`config.mk`:
```
export PLATFORM = sky130hd
export DESIGN_NAME = pc_unit_flat
export DESIGN_NICKNAME = d
export VERILOG_FILES = /design/src/rtl/cpu_pkg.sv /design/src/rtl/pc_unit_if.sv /design/src/rtl/pc_ras.sv /design/src/rtl/pc_unit.sv /design/src/flat_wrapper.sv
export SDC_FILE = /design/constraint.sdc
export NUM_CORES = 1
export LEC_CHECK = 0
export BUFFER_PORTS_ARGS = -buffer_cell sky130_fd_sc_hd__buf_2
export CAP_MARGIN = 20
export CORE_MARGIN = 2
export CORE_UTILIZATION = 46
export DETAILED_ROUTE_END_ITERATION = 16
export GPL_TIMING_DRIVEN = 0
export PLACE_DENSITY_LB_ADDON = 0.05
export SYNTH_ARGS = -nofsm -noshare
export SYNTH_HDL_FRONTEND = slang
export SYNTH_HIERARCHICAL = 1
export SYNTH_SLANG_ARGS = --single-unit
```
`constraint.sdc`:
```
create_clock -name clk -period 3.78 [get_ports clk]
set_input_delay 0.189 -clock clk [delete_from_list [all_inputs] [get_ports clk]]
set_output_delay 0.189 -clock clk [all_outputs]
set_load 0.01 [all_outputs]
```
`src/rtl/cpu_pkg.sv`:
```
// Shared CPU fetch definitions: control-path (cp_type) encodings and the PC step.
// Imported by pc_unit and its testbench.
package cpu_pkg;

  localparam logic [2:0] CP_SEQ = 3'b000;
  localparam logic [2:0] CP_JR  = 3'b001;
  localparam logic [2:0] CP_J   = 3'b010;
  localparam logic [2:0] CP_BR  = 3'b011;
  localparam logic [2:0] CP_JAL = 3'b100;
  localparam logic [2:0] CP_RET = 3'b101;

  localparam int PC_STEP = 4;

endpackage

```
`src/rtl/pc_unit_if.sv`:
```
// Decode/branch-resolution to PC-unit bundle; master drives control, slave returns PC state.
// ras_count width is clog2(RAS_DEPTH)+1 so a full stack is representable.
interface pc_unit_if #(
  parameter int XLEN      = 32,
  parameter int IMM_W     = 16,
  parameter int ADDR_W    = 26,
  parameter int RAS_DEPTH = 8
);
  localparam int CNT_W = $clog2(RAS_DEPTH) + 1;

  logic              stall;
  logic              valid;
  logic [2:0]        cp_type;
  logic [XLEN-1:0]   regs;
  logic [IMM_W-1:0]  immd;
  logic [ADDR_W-1:0] addr;
  logic              enbranch;
  logic [XLEN-1:0]   pc;
  logic [XLEN-1:0]   npc;
  logic [CNT_W-1:0]  ras_count;
  logic              ras_ovf;

  modport master (
    output stall, valid, cp_type, regs, immd, addr, enbranch,
    input  pc, npc, ras_count, ras_ovf
  );

  modport slave (
    input  stall, valid, cp_type, regs, immd, addr, enbranch,
    output pc, npc, ras_count, ras_ovf
  );

endinterface

```
`src/rtl/pc_ras.sv`:
```
// Circular return-address stack: push at full overwrites the oldest entry and sets a sticky ovf.
// ptr_q addresses the next free slot, so the top is at ptr_q-1; contents are not reset.
module pc_ras #(
  parameter int XLEN      = 32,
  parameter int RAS_DEPTH = 8,
  localparam int PTR_W    = $clog2(RAS_DEPTH),
  localparam int CNT_W    = PTR_W + 1
) (
  input  logic             clk,
  input  logic             rst,
  input  logic             push_i,
  input  logic             pop_i,
  input  logic [XLEN-1:0]  push_dat_i,
  output logic [XLEN-1:0]  top_dat_o,
  output logic [CNT_W-1:0] count_o,
  output logic             ovf_o
);

  logic [XLEN-1:0]  mem_q [RAS_DEPTH];
  logic [PTR_W-1:0] ptr_q, ptr_d;
  logic [PTR_W-1:0] top_ptr;
  logic [CNT_W-1:0] cnt_q, cnt_d;
  logic             ovf_q, ovf_d;
  logic             full;
  logic             do_pop;

  assign full    = (cnt_q == CNT_W'(RAS_DEPTH));
  assign do_pop  = pop_i && (cnt_q != '0);
  assign top_ptr = ptr_q - PTR_W'(1);

  always_comb begin
    ptr_d = ptr_q;
    cnt_d = cnt_q;
    ovf_d = ovf_q;
    if (push_i) begin
      ptr_d = ptr_q + PTR_W'(1);
      if (full) begin
        ovf_d = 1'b1;
      end else begin
        cnt_d = cnt_q + CNT_W'(1);
      end
    end else if (do_pop) begin
      ptr_d = ptr_q - PTR_W'(1);
      cnt_d = cnt_q - CNT_W'(1);
    end
  end

  always_ff @(posedge clk or posedge rst) begin
    if (rst) begin
      ptr_q <= '0;
      cnt_q <= '0;
      ovf_q <= 1'b0;
    end else begin
      ptr_q <= ptr_d;
      cnt_q <= cnt_d;
      ovf_q <= ovf_d;
    end
  end

  always_ff @(posedge clk) begin
    if (push_i) begin
      mem_q[ptr_q] <= push_dat_i;
    end
  end

  assign top_dat_o = mem_q[top_ptr];
  assign count_o   = cnt_q;
  assign ovf_o     = ovf_q;

endmodule

```
`src/rtl/pc_unit.sv`:
```
// Registered fetch PC with combinational next-PC select; optional RAS under `PC_RAS_EN`.
// Without PC_RAS_EN, ret acts as jr, jal acts as j, and ras_count/ras_ovf read 0.
module pc_unit
  import cpu_pkg::*;
#(
  parameter int              XLEN       = 32,
  parameter int              IMM_W      = 16,
  parameter int              ADDR_W     = 26,
  parameter int              BR_SHIFT   = 0,
  parameter bit              IMM_SIGNED = 1'b1,
  parameter int              RAS_DEPTH  = 8,
  parameter logic [XLEN-1:0] RESET_PC   = '0
) (
  input logic       clk,
  input logic       rst,
  pc_unit_if.slave  bus
);

  localparam int CNT_W = $clog2(RAS_DEPTH) + 1;

  logic [XLEN-1:0] pc_q, pc_d;
  logic [XLEN-1:0] seq_tgt;
  logic [XLEN-1:0] br_tgt;
  logic [XLEN-1:0] jmp_tgt;
  logic [XLEN-1:0] imm_ext;
  logic [XLEN-1:0] ret_tgt;
  logic            upd;

  assign upd = bus.valid && !bus.stall;

  assign imm_ext = IMM_SIGNED ? {{(XLEN-IMM_W){bus.immd[IMM_W-1]}}, bus.immd}
                              : {{(XLEN-IMM_W){1'b0}}, bus.immd};

  // All targets wrap modulo 2^XLEN.
  assign seq_tgt = pc_q + XLEN'(PC_STEP);
  assign br_tgt  = pc_q + (imm_ext << BR_SHIFT);
  assign jmp_tgt = {pc_q[XLEN-1:ADDR_W], bus.addr};

`ifdef PC_RAS_EN
  logic [XLEN-1:0]  ras_top;
  logic [CNT_W-1:0] ras_cnt;
  logic             ras_ovf;

  pc_ras #(
    .XLEN      (XLEN),
    .RAS_DEPTH (RAS_DEPTH)
  ) u_ras (
    .clk        (clk),
    .rst        (rst),
    .push_i     (upd && (bus.cp_type == CP_JAL)),
    .pop_i      (upd && (bus.cp_type == CP_RET)),
    .push_dat_i (seq_tgt),
    .top_dat_o  (ras_top),
    .count_o    (ras_cnt),
    .ovf_o      (ras_ovf)
  );

  assign ret_tgt       = (ras_cnt != '0) ? ras_top : bus.regs;
  assign bus.ras_count = ras_cnt;
  assign bus.ras_ovf   = ras_ovf;
`else
  assign ret_tgt       = bus.regs;
  assign bus.ras_count = CNT_W'(0);
  assign bus.ras_ovf   = 1'b0;
`endif

  always_comb begin
    pc_d = seq_tgt;
    if (bus.valid) begin
      case (bus.cp_type)
        CP_JR:       pc_d = bus.regs;
        CP_J,
        CP_JAL:      pc_d = jmp_tgt;
        CP_BR:       pc_d = bus.enbranch ? br_tgt : seq_tgt;
        CP_RET:      pc_d = ret_tgt;
        default:     pc_d = seq_tgt;
      endcase
    end
  end

  always_ff @(posedge clk or posedge rst) begin
    if (rst) begin
      pc_q <= RESET_PC;
    end else if (!bus.stall) begin
      pc_q <= pc_d;
    end
  end

  assign bus.pc  = pc_q;
  assign bus.npc = pc_d;

endmodule

```
`src/flat_wrapper.sv`:
```
// flat-port wrapper written by rule: the top's interface ports become plain ports
module pc_unit_flat import cpu_pkg::*;
#(
  parameter int              XLEN       = 32,
  parameter int              IMM_W      = 16,
  parameter int              ADDR_W     = 26,
  parameter int              BR_SHIFT   = 0,
  parameter bit              IMM_SIGNED = 1'b1,
  parameter int              RAS_DEPTH  = 8,
  parameter logic [XLEN-1:0] RESET_PC   = '0
)
  (clk, rst, bus_stall, bus_valid, bus_cp_type, bus_regs, bus_immd, bus_addr, bus_enbranch, bus_pc, bus_npc, bus_ras_count, bus_ras_ovf);
  pc_unit_if #(.XLEN(XLEN), .IMM_W(IMM_W), .ADDR_W(ADDR_W), .RAS_DEPTH(RAS_DEPTH)) bus_i ();
  input logic clk;
  input logic rst;
  input wire logic [$bits(bus_i.stall)-1:0] bus_stall;
  input wire logic [$bits(bus_i.valid)-1:0] bus_valid;
  input wire logic [$bits(bus_i.cp_type)-1:0] bus_cp_type;
  input wire logic [$bits(bus_i.regs)-1:0] bus_regs;
  input wire logic [$bits(bus_i.immd)-1:0] bus_immd;
  input wire logic [$bits(bus_i.addr)-1:0] bus_addr;
  input wire logic [$bits(bus_i.enbranch)-1:0] bus_enbranch;
  output wire logic [$bits(bus_i.pc)-1:0] bus_pc;
  output wire logic [$bits(bus_i.npc)-1:0] bus_npc;
  output wire logic [$bits(bus_i.ras_count)-1:0] bus_ras_count;
  output wire logic [$bits(bus_i.ras_ovf)-1:0] bus_ras_ovf;
  assign bus_i.stall = bus_stall;
  assign bus_i.valid = bus_valid;
  assign bus_i.cp_type = bus_cp_type;
  assign bus_i.regs = bus_regs;
  assign bus_i.immd = bus_immd;
  assign bus_i.addr = bus_addr;
  assign bus_i.enbranch = bus_enbranch;
  assign bus_pc = bus_i.pc;
  assign bus_npc = bus_i.npc;
  assign bus_ras_count = bus_i.ras_count;
  assign bus_ras_ovf = bus_i.ras_ovf;
  pc_unit #(.XLEN(XLEN), .IMM_W(IMM_W), .ADDR_W(ADDR_W), .BR_SHIFT(BR_SHIFT), .IMM_SIGNED(IMM_SIGNED), .RAS_DEPTH(RAS_DEPTH), .RESET_PC(RESET_PC)) u_core (.clk(clk), .rst(rst), .bus(bus_i));
endmodule
```
==> results of run 1 <==
synth_stat cells (20+ instances only):
library cell	n
xor2_1	20
a21oi_1	56
clkbuf_1	29
nor2_1	55
o21ai_0	37
nand3_1	32
nand2_1	60
xnor2_1	24
ha_1	32
dfrtp_1	32
nor3_1	27
per-layer routing:
layer | wire length (um) | GRT usage (%) | share of wire [%]
met5 | 0 | 0 | 0
met4 | 786 | 16.0 | 3.5
met3 | 2210 | 5.90 | 10
met2 | 10200 | 56.8 | 46
met1 | 8950 | 44.8 | 40
kinds of logic after synthesis:
kind of cell    after synthesis  synth area share [%]
simple gates                261                  25.9
compound gates              249                  33.8
buf+inv                      67                  5.44
xor+xnor                     44                  7.35
fa+ha+maj                    33                  8.01
flops                        32                  15.3
mux                          20                  4.17
other cells                   1                0.0715
power groups by stage:
stage / Sequential, mW / Clock [mW] / Combinational (mW)
global route: 0.619 / 0.541 / 2.00
CTS: 0.597 / 0.529 / 1.77
floorplan: 0.590 / 0 / 1.18
finish: 0.602 / 0.521 / 1.85
global placement: 0.598 / 0 / 1.73
detailed placement: 0.603 / 0 / 1.75
per-stage QoR:
stage	instance area [um^2]	hold WS, ns	util (%)	total power [mW]	setup WS, ns
detailed placement	6160	0.393	56.1	2.35	-0.0477
global placement	6160	0.543	56.1	2.33	-0.0291
floorplan	5260	0.305	-	1.77	0.801
global route	6430	0.120	58.6	3.16	-0.0365
CTS	6360	0.0799	57.9	2.90	0.0144
finish	6430	0.0580	58.6	2.97	0.0584
what timing repair did:
| action | in CTS | in global routing |
|---|---|---|
| pin swaps | 0 | 4 |
| cloned | 0 | 0 |
| endpoints found under the setup margin | 3 | 6 |
| resized for setup | 3 | 8 |
| buffers inserted | 0 | 5 |
area by class of cell:
type                    count  share of cell area [%]
plain buffers              50                    3.46
well taps                 140                    2.72
flip-flops and latches     32                    12.4
clock buffers               7                    2.37
clock inverters             1                   0.467
multi-input cells         612                    65.8
inverters                  17                   0.992
repair buffers            149                    11.8
worst paths after layout:
check	start	to	slack, ns
worst max-delay path	u_core/bus.pc[14]	bus_npc[29]	0.06
worst min-delay path	rst	u_core/bus.pc[3]	0.06
worst max register to register	u_core/bus.pc[14]	u_core/bus.pc[29]	0.41
worst min register to register	u_core/bus.pc[0]	u_core/bus.pc[0]	0.60
max in group asynchronous	rst	u_core/bus.pc[15]	3.19
min in group clk	bus_stall	u_core/bus.pc[28]	0.27
cells in the final DEF, fill, tap and decap left out, types with 6 or more instances in the layout:
cell	n
and3_1	11
buf_2	152
a21o_1	9
nor2b_1	6
ha_1	32
nor3_1	26
nand3_1	31
a21oi_1	56
buf_1	6
or3_1	8
and4_1	8
mux2_2	15
o21a_1	7
clkbuf_1	28
o211ai_1	17
dfrtp_1	32
a22oi_1	8
o21ai_0	37
nand2_1	60
a222oi_1	9
nand4_1	14
o31ai_1	6
a221oi_1	9
inv_1	16
o22ai_1	16
a211oi_1	10
buf_4	11
nor2_1	55
and2_1	10
a22o_1	7
xor2_1	20
xnor2_1	23
==> results.json, run 1 <==
{
  "core_area_um2": 11000,
  "syn_area_per_cell_um2": 7.42,
  "cts_buffers": 5,
  "cp_max_fo": 7,
  "cts-root-buf": "clkbuf_16",
  "synthCells": 707,
  "overflow": 0,
  "fin_tns_setup_ns": 0,
  "die-area_um2": 12300,
  "clkTransAtPathRegs_ns": 0.06,
  "cp_cell_sequence": "ha_1 -> a21oi_1 -> or2_1 -> and3_1 -> a211oi_1 -> o31ai_1 -> nor4_1 -> o21ai_1 -> nor2_1 -> buf_2",
  "async_flop_share_pct": 100,
  "holdBufCountCts": 0,
  "synth.distinct_cells": 77,
  "cp.arrival_ns": 3.53,
  "ys.flop_type": "dfrtp_1",
  "p_per_area_nw_per_um2": 462,
  "port_buffers": 144,
  "switching_share_pct": 49.3,
  "drc": 0,
  "largest_register_ffs": 32,
  "clock_path_buffers": 2,
  "slew_viol_final": 0,
  "power_frac_clock_pct": 17.5,
  "first_iter_violations": 890,
  "period_share_pct": 98.5,
  "place_congestion": 0.991,
  "grt_max_degree": 33,
  "vias_per_cell": 6.54,
  "fin_cells": 1008,
  "r2r_cells": 9,
  "rows": 38,
  "wire_per_inst_um": 22.0,
  "vias": 6588,
  "place_hpwl_mm": 16.7,
  "grt_pass1_wl_mm": 34.2,
  "fillers": 1067,
  "routed_wl_mm": 22.2,
  "yosysWarnings": 6,
  "die_w_um": 111,
  "die_h_um": 111,
  "cp.depth": 10,
  "synth_top_area_share_pct": 15.3,
  "power.internal_mw": 1.50,
  "cp.buffers_inverters": 1,
  "worst_slew_pin_slew_ns": 0.867,
  "areaGrowthSynthToFinish_pct": 22.6,
  "synth_edf_count": 0,
  "grt.total_usage_pct": 34.8,
  "cp-end-kind": "primary output",
  "p_switching_mw": 1.46,
  "grt_pass1_vias": 6382,
  "initial_core_util_pct": 47.8,
  "hold_viol": 0,
  "synth-seq-cells": 32,
  "peakVddDrop_uv": 298,
  "worst-endpoint-required_ns": 3.59,
  "rsz0062_at_grt": "true",
  "outcome": "completed",
  "synth_area_um2": 5250,
  "critPathTopFamily": "compound AO/OA/AOI/OAI gates",
  "netlist_top_cells_area": "dfrtp_1 (15%), ha_1 (7.6%), a21oi_1 (5.3%), nand2_1 (4.3%), xnor2_1 (4.0%)",
  "min_path_type": "in2async",
  "ant_nets": 0,
  "fin_crit_ns": 3.72,
  "max_cap_violations": 0,
  "finalSetupViolCount": 0,
  "dpl.cell_count": 995,
  "comb_power_share_pct": 62.2,
  "num_io_pins": 151,
  "drive_above_1_share_pct": 24.9,
  "yosysTopAreaCell": "dfrtp_1",
  "antenna_found_initial": 0,
  "worstSetupStartpointType": "flip-flop",
  "htree_num_levels": 2,
  "p_leak_nw": 2.78,
  "cts_tree": "yes",
  "synth_seq_area_share_pct": 15.3,
  "path_class": "reg2out",
  "slowest_delay_ns": 0.70,
  "max_slew_margin_pct": 42.2,
  "slowest_stage": "a211oi_1",
  "skew_ns": 0.00345,
  "max_freq_mhz": 269,
  "seq_area_um2": 801,
  "clk_latency_ns": 0.29,
  "pwr-share-seq_pct": 20.3,
  "insertedDiodeCount": 0,
  "multi_input_area_um2": 4230,
  "drtPass1Iterations": 6,
  "layout.nets": 982,
  "clock-sinks": 32
}
Power figures use the tool's default switching activity.
==> run 2, diff against run 1 <==
==> constraint.sdc (replaced) <==
create_clock -name clk -period 3.78 [get_ports clk]
set_input_delay 0.378 -clock clk [delete_from_list [all_inputs] [get_ports clk]]
set_output_delay 0.378 -clock clk [all_outputs]
set_load 0.01 [all_outputs]
==> run 2 against run 1 <==
Net effect:
- clock skew grew 0.00072 ns
- sequential share of layout area shrank 0.12 points
- count of clock-buffer cells in the layout is the same
- die area is the same
- first-iteration DRC count grew 1.8%
- hold slack gained 0.20 ns
- critical path type unchanged
- largest power group unchanged
- highest routed layer unchanged
==> results.json, run 2 (synthesis results as in run 1) <==
{
  "skew_ns": 0.00417,
  "holdBufCountCts": 0,
  "fin_cells": 1010,
  "rows": 38,
  "fillers": 1053,
  "cts_buffers": 5,
  "slowest_delay_ns": 0.41,
  "htree_num_levels": 2,
  "path_class": "reg2out",
  "hold_slack_ns": 0.254,
  "final_cell_mix": "buf_2 (152), nand2_1 (60), nor2_1 (55)",
  "drive_above_1_share_pct": 27.5,
  "r2r_cells": 11,
  "worstSetupStartpointType": "flip-flop",
  "wire_per_inst_um": 22.2,
  "first_iter_violations": 906,
  "endpoint": "bus_npc[28]",
  "cp_cell_sequence": "ha_1 -> fa_2 -> a211oi_4 -> o211ai_1 -> nand3_2 -> a211oi_1 -> nor3_1 -> xor2_1 -> a221oi_1 -> or2_1 -> buf_2",
  "ant_nets": 0,
  "cp_max_fo": 4,
  "grt.total_usage_pct": 35.1,
  "r2r_slack_ns": 0.66,
  "critPathTopFamily": "simple AND/OR/NAND/NOR gates",
  "drc": 0,
  "die_w_um": 111,
  "core_area_um2": 11000,
  "outcome": "completed",
  "min_path_type": "in2async",
  "overflow": 0,
  "final_common_cell": "buf_2",
  "period_share_pct": 98.3,
  "cp-end-kind": "primary output",
  "finalSetupViolCount": 0,
  "hold_viol": 0,
  "max_cap_violations": 0,
  "max_slew_margin_pct": 41.5,
  "cp.depth": 11,
  "p_per_area_nw_per_um2": 464,
  "worst_slew_pin_slew_ns": 0.878,
  "place_hpwl_mm": 16.7,
  "cp.arrival_ns": 3.34,
  "fin_crit_ns": 3.72,
  "r2r-start": "u_core/bus.pc[3]",
  "num_io_pins": 151,
  "fin_tns_setup_ns": 0,
  "p_leak_nw": 2.81,
  "grt_pass1_wl_mm": 34.6,
  "die_h_um": 111,
  "clock-sinks": 32,
  "place_congestion": 0.991,
  "worst-endpoint-required_ns": 3.40,
  "insertedDiodeCount": 0,
  "vias": 6680,
  "cts-root-buf": "clkbuf_16",
  "die-area_um2": 12300,
  "peakVddDrop_uv": 324,
  "areaGrowthSynthToFinish_pct": 24.6,
  "utilization_pct": 59.5,
  "slew_viol_final": 0,
  "layout.nets": 984,
  "routed_wl_mm": 22.5,
  "slowest_stage": "dfrtp_1",
  "cts_tree": "yes",
  "cp.buffers_inverters": 1,
  "drtPass1Iterations": 5,
  "port_buffers": 144,
  "clock_path_buffers": 2,
  "antenna_found_initial": 0,
  "critPathLaunch": "u_core/bus.pc[0]",
  "initial_core_util_pct": 47.8,
  "largest_register_ffs": 32,
  "clkTransAtPathRegs_ns": 0.06,
  "grt_pass1_vias": 6430,
  "dpl.cell_count": 995,
  "clk_latency_ns": 0.29,
  "vias_per_cell": 6.61,
  "p_total_mw": 3.03,
  "max_freq_mhz": 269,
  "grt_max_degree": 33,
  "rsz0062_at_grt": "true",
  "rr_endpoint": "u_core/bus.pc[29]"
}
run 2: repair_timing:
item                                    in CTS  in global routing
pin swaps                                    4                  8
gates resized for setup                      8                 24
setup buffers                                6                  5
endpoints found under the setup margin       8                  7
run 2: worst register-to-register path: cells and delay by family (launching register included):
| family | cells | cell delay [ns] |
|---|---|---|
| AO/OA/AOI/OAI | 7 | 1.64 |
| adder cells (fa/ha/maj) | 1 | 0.36 |
| buffers and inverters | 2 | 0.33 |
| flip-flops | 1 | 0.43 |
| AND/OR/NAND/NOR | 1 | 0.27 |
run 2: worst min-delay path by stage:
stage / from / end / cells after the start
final: rst / u_core/bus.pc[3] / 2
after floorplan: rst / u_core/bus.pc[0] / 1
after CTS: rst / u_core/bus.pc[3] / 2
after global routing: rst / u_core/bus.pc[3] / 2
after global placement: u_core/bus.pc[0] / u_core/bus.pc[0] / 1
after detailed placement: rst / u_core/bus.pc[3] / 2
run 2: area by class of cell:
class	count	area (um^2)	share of cell area [%]
inverter	17	63.8	0.976
clock inverter	1	30.0	0.459
multi-input combinational	612	4300	65.7
sequential	32	806	12.3
buffer	46	209	3.20
tap	140	175	2.68
timing repair buffer	155	803	12.3
clock buffer	7	153	2.34
run 2: where the power goes:
group	total [mW]	internal (mW)	leakage (nW)	switching, mW
sequential	0.596	0.426	0.392	0.169
combinational	1.91	0.762	2.33	1.15
clock	0.521	0.348	0.0901	0.173
total	3.03	1.54	2.81	1.49
run 2: per-stage QoR:
stage	worst slack, ns	instance area (um^2)
final	0.0633	6540
after global routing	-0.0154	6540
after CTS	0.0229	6430
after detailed placement	-0.314	6160
after global placement	-0.312	6160
after floorplan	0.612	5260
run 2: per-layer routing:
| metal | GRT usage, % | vias up | wire length [um] |
|---|---|---|---|
| met2 | 57.3 | 428 | 10300 |
| met4 | 16.5 | 0 | 957 |
| met1 | 45.3 | 3128 | 8950 |
| met5 | 0 | - | 0 |
| met3 | 5.74 | 73 | 2290 |
| li1 | - | 3051 | - |
